### src/rtl/pll_lock_supervisor.sv
// Power-up sequencer for an iCE40 SB_PLL40_CORE: pulses RESETB, qualifies a synchronised LOCK,
// releases the downstream reset once lock is stable, recovers from lock loss and latches a fault.
module pll_lock_supervisor #(
  parameter int RESET_HOLD  = 16,
  parameter int LOCK_TMO    = 4096,
  parameter int LOCK_STABLE = 256,
  parameter int MAX_RETRIES = 3,
  parameter int CNT_W       = 16
) (
  input  logic       clock_in,
  input  logic       resetn,
  input  logic       pll_locked,
  input  logic       restart_req,
  output logic       pll_resetb,
  output logic       sys_resetn,
  output logic       pll_ready,
  output logic       fault,
  output logic [1:0] retry_cnt,
  output logic [7:0] loss_cnt,
  output logic [2:0] state
);

  typedef enum logic [2:0] {
    S_RESET_PLL = 3'd0,
    S_WAIT_LOCK = 3'd1,
    S_STABLE    = 3'd2,
    S_RUN       = 3'd3,
    S_FAULT     = 3'd4
  } state_t;

  localparam logic [CNT_W-1:0] HOLD_LAST   = CNT_W'(RESET_HOLD - 1);
  localparam logic [CNT_W-1:0] TMO_LAST    = CNT_W'(LOCK_TMO - 1);
  localparam logic [CNT_W-1:0] STABLE_LAST = CNT_W'(LOCK_STABLE - 1);
  localparam logic [1:0]       RETRY_LAST  = 2'(MAX_RETRIES);

  state_t           cur, nxt;
  logic [CNT_W-1:0] cnt, cnt_nxt;
  logic [1:0]       retry_nxt;
  logic [7:0]       loss_nxt;
  logic             sync1, lk;

  assign state = cur;

  // LOCK is asynchronous to clock_in; lk is the second synchroniser stage.
  always_ff @(posedge clock_in) begin
    if (!resetn) begin
      sync1 <= 1'b0;
      lk    <= 1'b0;
    end else begin
      sync1 <= pll_locked;
      lk    <= sync1;
    end
  end

  // restart_req is a one-cycle request with no acknowledge: whenever it is high at an edge
  // the sequence restarts from RESET_PLL, overriding every other transition that cycle.
  always_comb begin
    nxt       = cur;
    cnt_nxt   = cnt;
    retry_nxt = retry_cnt;
    loss_nxt  = loss_cnt;
    if (restart_req) begin
      nxt       = S_RESET_PLL;
      cnt_nxt   = '0;
      retry_nxt = 2'd0;
    end else begin
      case (cur)
        S_RESET_PLL: begin
          if (cnt == HOLD_LAST) begin
            nxt     = S_WAIT_LOCK;
            cnt_nxt = '0;
          end else begin
            cnt_nxt = cnt + 1'b1;
          end
        end
        S_WAIT_LOCK: begin
          if (lk) begin
            nxt     = S_STABLE;
            cnt_nxt = '0;
          end else if (cnt == TMO_LAST) begin
            cnt_nxt = '0;
            if (retry_cnt == RETRY_LAST) begin
              nxt = S_FAULT;
            end else begin
              nxt       = S_RESET_PLL;
              retry_nxt = (retry_cnt == 2'd3) ? retry_cnt : retry_cnt + 2'd1;
            end
          end else begin
            cnt_nxt = cnt + 1'b1;
          end
        end
        S_STABLE: begin
          if (!lk) begin
            nxt     = S_WAIT_LOCK;
            cnt_nxt = '0;
          end else if (cnt == STABLE_LAST) begin
            nxt       = S_RUN;
            cnt_nxt   = '0;
            retry_nxt = 2'd0;
          end else begin
            cnt_nxt = cnt + 1'b1;
          end
        end
        S_RUN: begin
          if (!lk) begin
            nxt      = S_RESET_PLL;
            cnt_nxt  = '0;
            loss_nxt = (loss_cnt == 8'hFF) ? loss_cnt : loss_cnt + 8'd1;
          end
        end
        S_FAULT: begin
          cnt_nxt = '0;
        end
        default: begin
          nxt     = S_RESET_PLL;
          cnt_nxt = '0;
        end
      endcase
    end
  end

  // Outputs are decoded from the next state so they change on the same edge as the state.
  always_ff @(posedge clock_in) begin
    if (!resetn) begin
      cur        <= S_RESET_PLL;
      cnt        <= '0;
      retry_cnt  <= 2'd0;
      loss_cnt   <= 8'd0;
      pll_resetb <= 1'b0;
      sys_resetn <= 1'b0;
      pll_ready  <= 1'b0;
      fault      <= 1'b0;
    end else begin
      cur        <= nxt;
      cnt        <= cnt_nxt;
      retry_cnt  <= retry_nxt;
      loss_cnt   <= loss_nxt;
      pll_resetb <= (nxt == S_WAIT_LOCK) || (nxt == S_STABLE) || (nxt == S_RUN);
      sys_resetn <= (nxt == S_RUN);
      pll_ready  <= (nxt == S_RUN);
      fault      <= (nxt == S_FAULT);
    end
  end

endmodule
### config.mk
export PLATFORM = sky130hd
export DESIGN_NAME = pll_lock_supervisor
export DESIGN_NICKNAME = d
export VERILOG_FILES = /design/src/rtl/pll_lock_supervisor.sv
export SDC_FILE = /design/constraint.sdc
export NUM_CORES = 1
export LEC_CHECK = 0
export CAP_MARGIN = 5
export CORE_MARGIN = 5
export CORE_UTILIZATION = 50
export CTS_CLUSTER_DIAMETER = 100
export CTS_CLUSTER_SIZE = 24
export DETAILED_ROUTE_END_ITERATION = 16
export HOLD_SLACK_MARGIN = 0.15
export MAX_ROUTING_LAYER = met4
export PLACE_DENSITY_LB_ADDON = 0.12
export SLEW_MARGIN = 25
export SYNTH_ARGS = -nofsm -noshare
export SYNTH_HDL_FRONTEND = slang
export SYNTH_SLANG_ARGS = --single-unit
### constraint.sdc
create_clock -name clock_in -period 5 [get_ports clock_in]
set_input_delay 1.5 -clock clock_in [delete_from_list [all_inputs] [get_ports clock_in]]
set_output_delay 1.5 -clock clock_in [all_outputs]
set_load 0.005 [all_outputs]
==> results of run 1 <==
==> how the worst max path moves through the flow <==
stage	endpoint	slack (ns)	depth (start not counted)
floorplan	cnt[11]	2.37	5
global route	cnt[5]	1.32	5
finish	cnt[5]	1.47	5
detailed placement	cnt[5]	1.17	5
CTS	cnt[5]	1.47	5
global placement	cnt[5]	1.27	5
==> cell type report <==
class	instances	area share, %
inverters	4	0.689
clock buffers	8	5.05
well taps	48	2.76
flip-flops and latches	34	31.2
repair buffers	20	9.18
multi-input cells	170	51.1
==> layer usage <==
metal	vias to the layer above	GRT usage, %	share of wire (%)	routed length [um]
met5	-	-	0	0
met3	6	4.83	3.1	123
met2	24	29.4	50	1960
met1	748	20.3	46	1800
met4	0	5.01	1.2	46
li1	820	-	-	-
==> sequential cells by signal, summed over array words and instances (netlist names) <==
| signal | flops |
|---|---|
| cnt | 16 |
| retry_cnt | 2 |
| lk | 1 |
| sync1 | 1 |
| fault | 1 |
| pll_resetb | 1 |
| loss_cnt | 8 |
| state | 3 |
| pll_ready | 1 |
==> cell families after synthesis <==
kind of cell / count (synthesis) / synth area share (%)
multiplexers: 1 / 0.542
AND/OR/NAND/NOR: 113 / 34.6
XOR/XNOR: 11 / 5.21
flip-flops: 34 / 36.8
AO/OA/AOI/OAI: 42 / 17.9
buffers and inverters: 11 / 2.91
adder cells (fa/ha/maj): 3 / 2.03
==> through the flow <==
stage	hold slack, ns	utilization (%)	cell area (sq um)
floorplan	0.412	-	1850
global placement	0.429	57.0	2070
detailed placement	0.423	57.0	2070
CTS	0.439	60.0	2180
global route	0.450	60.0	2180
finish	0.435	60.0	2180
==> power by group through the flow <==
stage	logic, mW	clock network, mW	registers, mW
2_1_floorplan	0.00936	0	0.280
3_3_place_gp	0.0124	0	0.280
3_5_place_dp	0.0129	0	0.280
4_1_cts	0.0129	0.243	0.274
5_1_grt	0.0142	0.258	0.274
6_report	0.0129	0.238	0.274
==> layout by cell type, fill, tap and decap left out, types with 5 or more instances in the layout <==
cell	n
nand4_1	5
clkbuf_8	8
clkdlybuf4s50_1	20
o21ai_0	9
o211ai_2	5
and3_1	5
o21ai_2	5
nand3_1	9
dfxtp_1	34
xor2_1	7
nor2_1	18
nand2_1	29
a21oi_1	5
and2_1	8
nor3_1	8
==> out/metrics.cfg, run 1 <==
[outcome]
outcome=complete, no violations

[worst_setup_path]
path_cells=clkdlybuf4s50_1, nand2b_1, o32ai_2, nor2_4, o311ai_1
setup.worst_path.start=resetn
start_kind=input port
crit_fanout=13
worst_setup_path_end_kind=flop
slowest_delay_ns=0.68
arrival_ns=3.73
r2r_start=cnt[0]
r2r-end=cnt[5]
crit_family=compound AO/OA/AOI/OAI gates
r2r_setup_slack_ns=2.76
crit_required_ns=5.20
r2r_cells=6
critPathBufInv=1
critPathSlowestCell=o32ai_2
path_class=input port to flop

[timing]
final_hold_viol_count=0
rsz0062_at_grt=false
drv_slew=0
timing.final.crit_share_pct=70.6
fmax_ghz=0.283
finalSetupViolCount=0
finalSetupTns_ns=0
fin_ws_ns=1.47
tightest_slew_ns=0.785
clock_skew_ns=0.00466
slew_headroom_pct=47.5
period_needed_ns=3.53

[die]
initial_core_util_pct=50.9
die_height_um=70.8
rows=22
fp.dieW_um=70.8
dieArea_sq_um=5010
coreArea_sq_um=3630
io_pins=21

[layout]
stdcell_count=284
n_antenna_cell=0
multi_input_area_sq_um=1110
drive_above_1_share_pct=11.9
register_area_sq_um=681
area_growth_pct=17.9
n_fill_cell=348
final_nets=242

[placed_design]
io_buffers=20
dp_worst_setup_slack_ns=1.17
place_inst=276
place_congestion=0.865
dp_hpwl_mm=2.89

[pwr]
p_int_mw=0.416
p_sw_mw=0.109
comb_power_share_pct=2.5
p_per_area_nw_per_um2=241
p_sw_share_pct=20.7
clockPowerShare_pct=45.4
p_total_mw=0.525
cellLeakagePower_nw=0.770
pwr-share-seq_pct=52.2
vdd_ir_drop_max_uv=166

[clock_network]
clkLatencyLatePin_ns=0.28
cts_max_level=2
clk_path_buf_depth=2
cts.repair.resized=0
cts_made_buffers=5
root_buffer=clkbuf_8
clkTransAtPathRegs_ns=0.07
clock-sinks=34
cts_tree=yes
ctsHoldBuffers=0
postCtsSetupRepairBufs=0

[synthesis]
synth_ff_type=dfxtp_1
synth_top_cell_by_area=dfxtp_1
yosysSeqAreaShare_pct=36.8
synth_async_sr_flop_share_pct=0
yosys_warnings=0
yosysMostFrequentCell=dfxtp_1
synth-seq-cells=34
netlist_top_cells_count=dfxtp_1 (34), nand2_1 (29), nor2_1 (18)
syn-num-nets=222
synth_top_cell_area_share_pct=36.8
netlist_area_sq_um=1850
synth.distinct_cells=49
netlist_instances=215
synth_area_leaders=dfxtp_1 (37%), nand2_1 (5.9%), nor2_1 (3.7%)
synth_edf_count=0
syn_area_per_cell_sq_um=8.60

[min_path]
hp-class=flop to flop
min_from=sync1
min_to=lk
holdPathStages=1

[route]
totalWireLength_mm=3.94
drc_errors=0
viasPerCell=5.63
drt-initial-drc-count=63
vias=1598
avgRoutedWirePerCell_um=13.9
first_pass_iters=4
ant_nets=0

[global_route]
antenna_found_initial=0
grt_first_pass_wirelength_mm=6.92
grt-ovfl-total=0
grt_max_degree=14
first_global_vias=1514
gr-usage-all-layers_pct=17.4

[job]
drv_cap=0

Note: power is estimated with default switching activity, not from simulation.
==> run 2, diff against run 1 <==
Clock period 5 ns to 3.3 ns, I/O delays scaled along.
==> out/metrics.cfg, run 2 (synthesis gave the netlist of run 1 again) <==
[timing]
fmax_ghz=0.397
rsz0062_at_grt=false
worst_hold_slack_ns=0.435
tightest_slew_ns=0.745
final_hold_viol_count=0
clock_skew_ns=0.00638
slew_headroom_pct=49.9
fin_ws_ns=0.784
period_needed_ns=2.52
timing.final.crit_share_pct=76.3
drv_slew=0
finalSetupTns_ns=0
finalSetupViolCount=0

[die]
die_height_um=70.8
io_pins=21
fp.dieW_um=70.8
coreArea_sq_um=3630
rows=22
initial_core_util_pct=50.9
dieArea_sq_um=5010

[route]
ant_nets=0
avgRoutedWirePerCell_um=13.9
route.layer.met1.wl_mm=1.82
wl_met2_mm=1.90
dr_wl_met3_um=144
totalWireLength_mm=3.97
vias=1625
drt-initial-drc-count=72
first_pass_iters=4
drc_errors=0
highest_layer=met4
viasPerCell=5.68

[worst_setup_path]
crit_required_ns=3.50
r2r_start=cnt[12]
worstSetupEndpoint=cnt[5]
arrival_ns=2.72
r2r-end=cnt[11]
worst_setup_path_end_kind=flop
start_kind=input port
r2r_cells=6
setup.worst_path.start=resetn
crit_fanout=12
path_class=input port to flop
r2r_setup_slack_ns=1.03

[global_route]
grt_first_pass_wirelength_mm=6.91
first_global_vias=1567
antenna_found_initial=0
grt_max_degree=13
gr-usage-all-layers_pct=17.6
grt-ovfl-total=0

[layout]
n_fill_cell=338
multi_input_area_sq_um=1110
final_common_cell=dfxtp_1
regMostFlops=cnt
largest_reg_flops=16
area_growth_pct=17.5
fin_area_sq_um=2170
final_nets=245
n_antenna_cell=0
final_cell_mix=dfxtp_1 (34), nand2_1 (29), clkdlybuf4s50_1 (20), nor2_1 (18)
drive_above_1_share_pct=12.2
register_area_sq_um=681

[outcome]
outcome=complete, no violations

[pwr]
p_per_area_nw_per_um2=336
vdd_ir_drop_max_uv=214
cellLeakagePower_nw=0.765

[placed_design]
dp_worst_setup_slack_ns=0.460
place_congestion=0.879
dp_hpwl_mm=2.94
io_buffers=20
place_area_sq_um=2090

[clock_network]
cts_tree=yes
ctsHoldBuffers=0
clkLatencyLatePin_ns=0.29
cts_made_buffers=5
root_buffer=clkbuf_8
clkTransAtPathRegs_ns=0.07
clk_path_buf_depth=2
cts_max_level=2
postCtsSetupRepairBufs=0
cts.repair.resized=0
clock-sinks=34

[job]
drv_cap=0

[min_path]
hp-class=flop to flop

[run 2: worst max-delay path, cell delays in order]
cell	delay [ns]
clkdlybuf4s50_1	0.66
nand2b_1	0.20
a211oi_4	0.42
nor2_4	0.16
o311ai_1	0.27
[run 2: per-layer routing]
metal	up-vias	track usage (%)
met5	-	-
met4	0	8.35
met3	11	4.55
met2	29	27.7
met1	755	20.9
li1	830	-
[run 2: worst min-delay path by stage]
stage / slack (ns) / start / endpoint / cells past startpoint
after floorplan: 0.41 / sync1 / lk / 1
after global placement: 0.42 / sync1 / lk / 1
after detailed placement: 0.42 / sync1 / lk / 1
after CTS: 0.44 / sync1 / lk / 1
after global routing: 0.45 / sync1 / lk / 1
final: 0.43 / sync1 / lk / 1
[run 2: cell type report]
class                      instances  area share [%]
inverter                           4           0.691
multi-input combinational        170            51.3
timing repair buffer              23            10.3
sequential                        34            31.3
tap                               48            2.76
clock inverter                     1           0.346
clock buffer                       6            3.34
[run 2: report_power, final]
part / switching [mW] / total [mW] / leakage, nW / internal [mW]
combinational: 0.0127 / 0.0218 / 0.453 / 0.00907
sequential: 0.00230 / 0.415 / 0.274 / 0.413
clock: 0.148 / 0.292 / 0.0373 / 0.144
total: 0.163 / 0.729 / 0.765 / 0.566
[run 2: metrics by stage]
| step | instances | utilization, % | power, mW |
|---|---|---|---|
| finish | 286 | 59.8 | 0.729 |
| detailed placement | 279 | 57.6 | 0.446 |
| floorplan | 215 | - | 0.438 |
| global route | 286 | 59.8 | 0.759 |
| CTS | 286 | 59.8 | 0.739 |
| global placement | 279 | 57.6 | 0.445 |
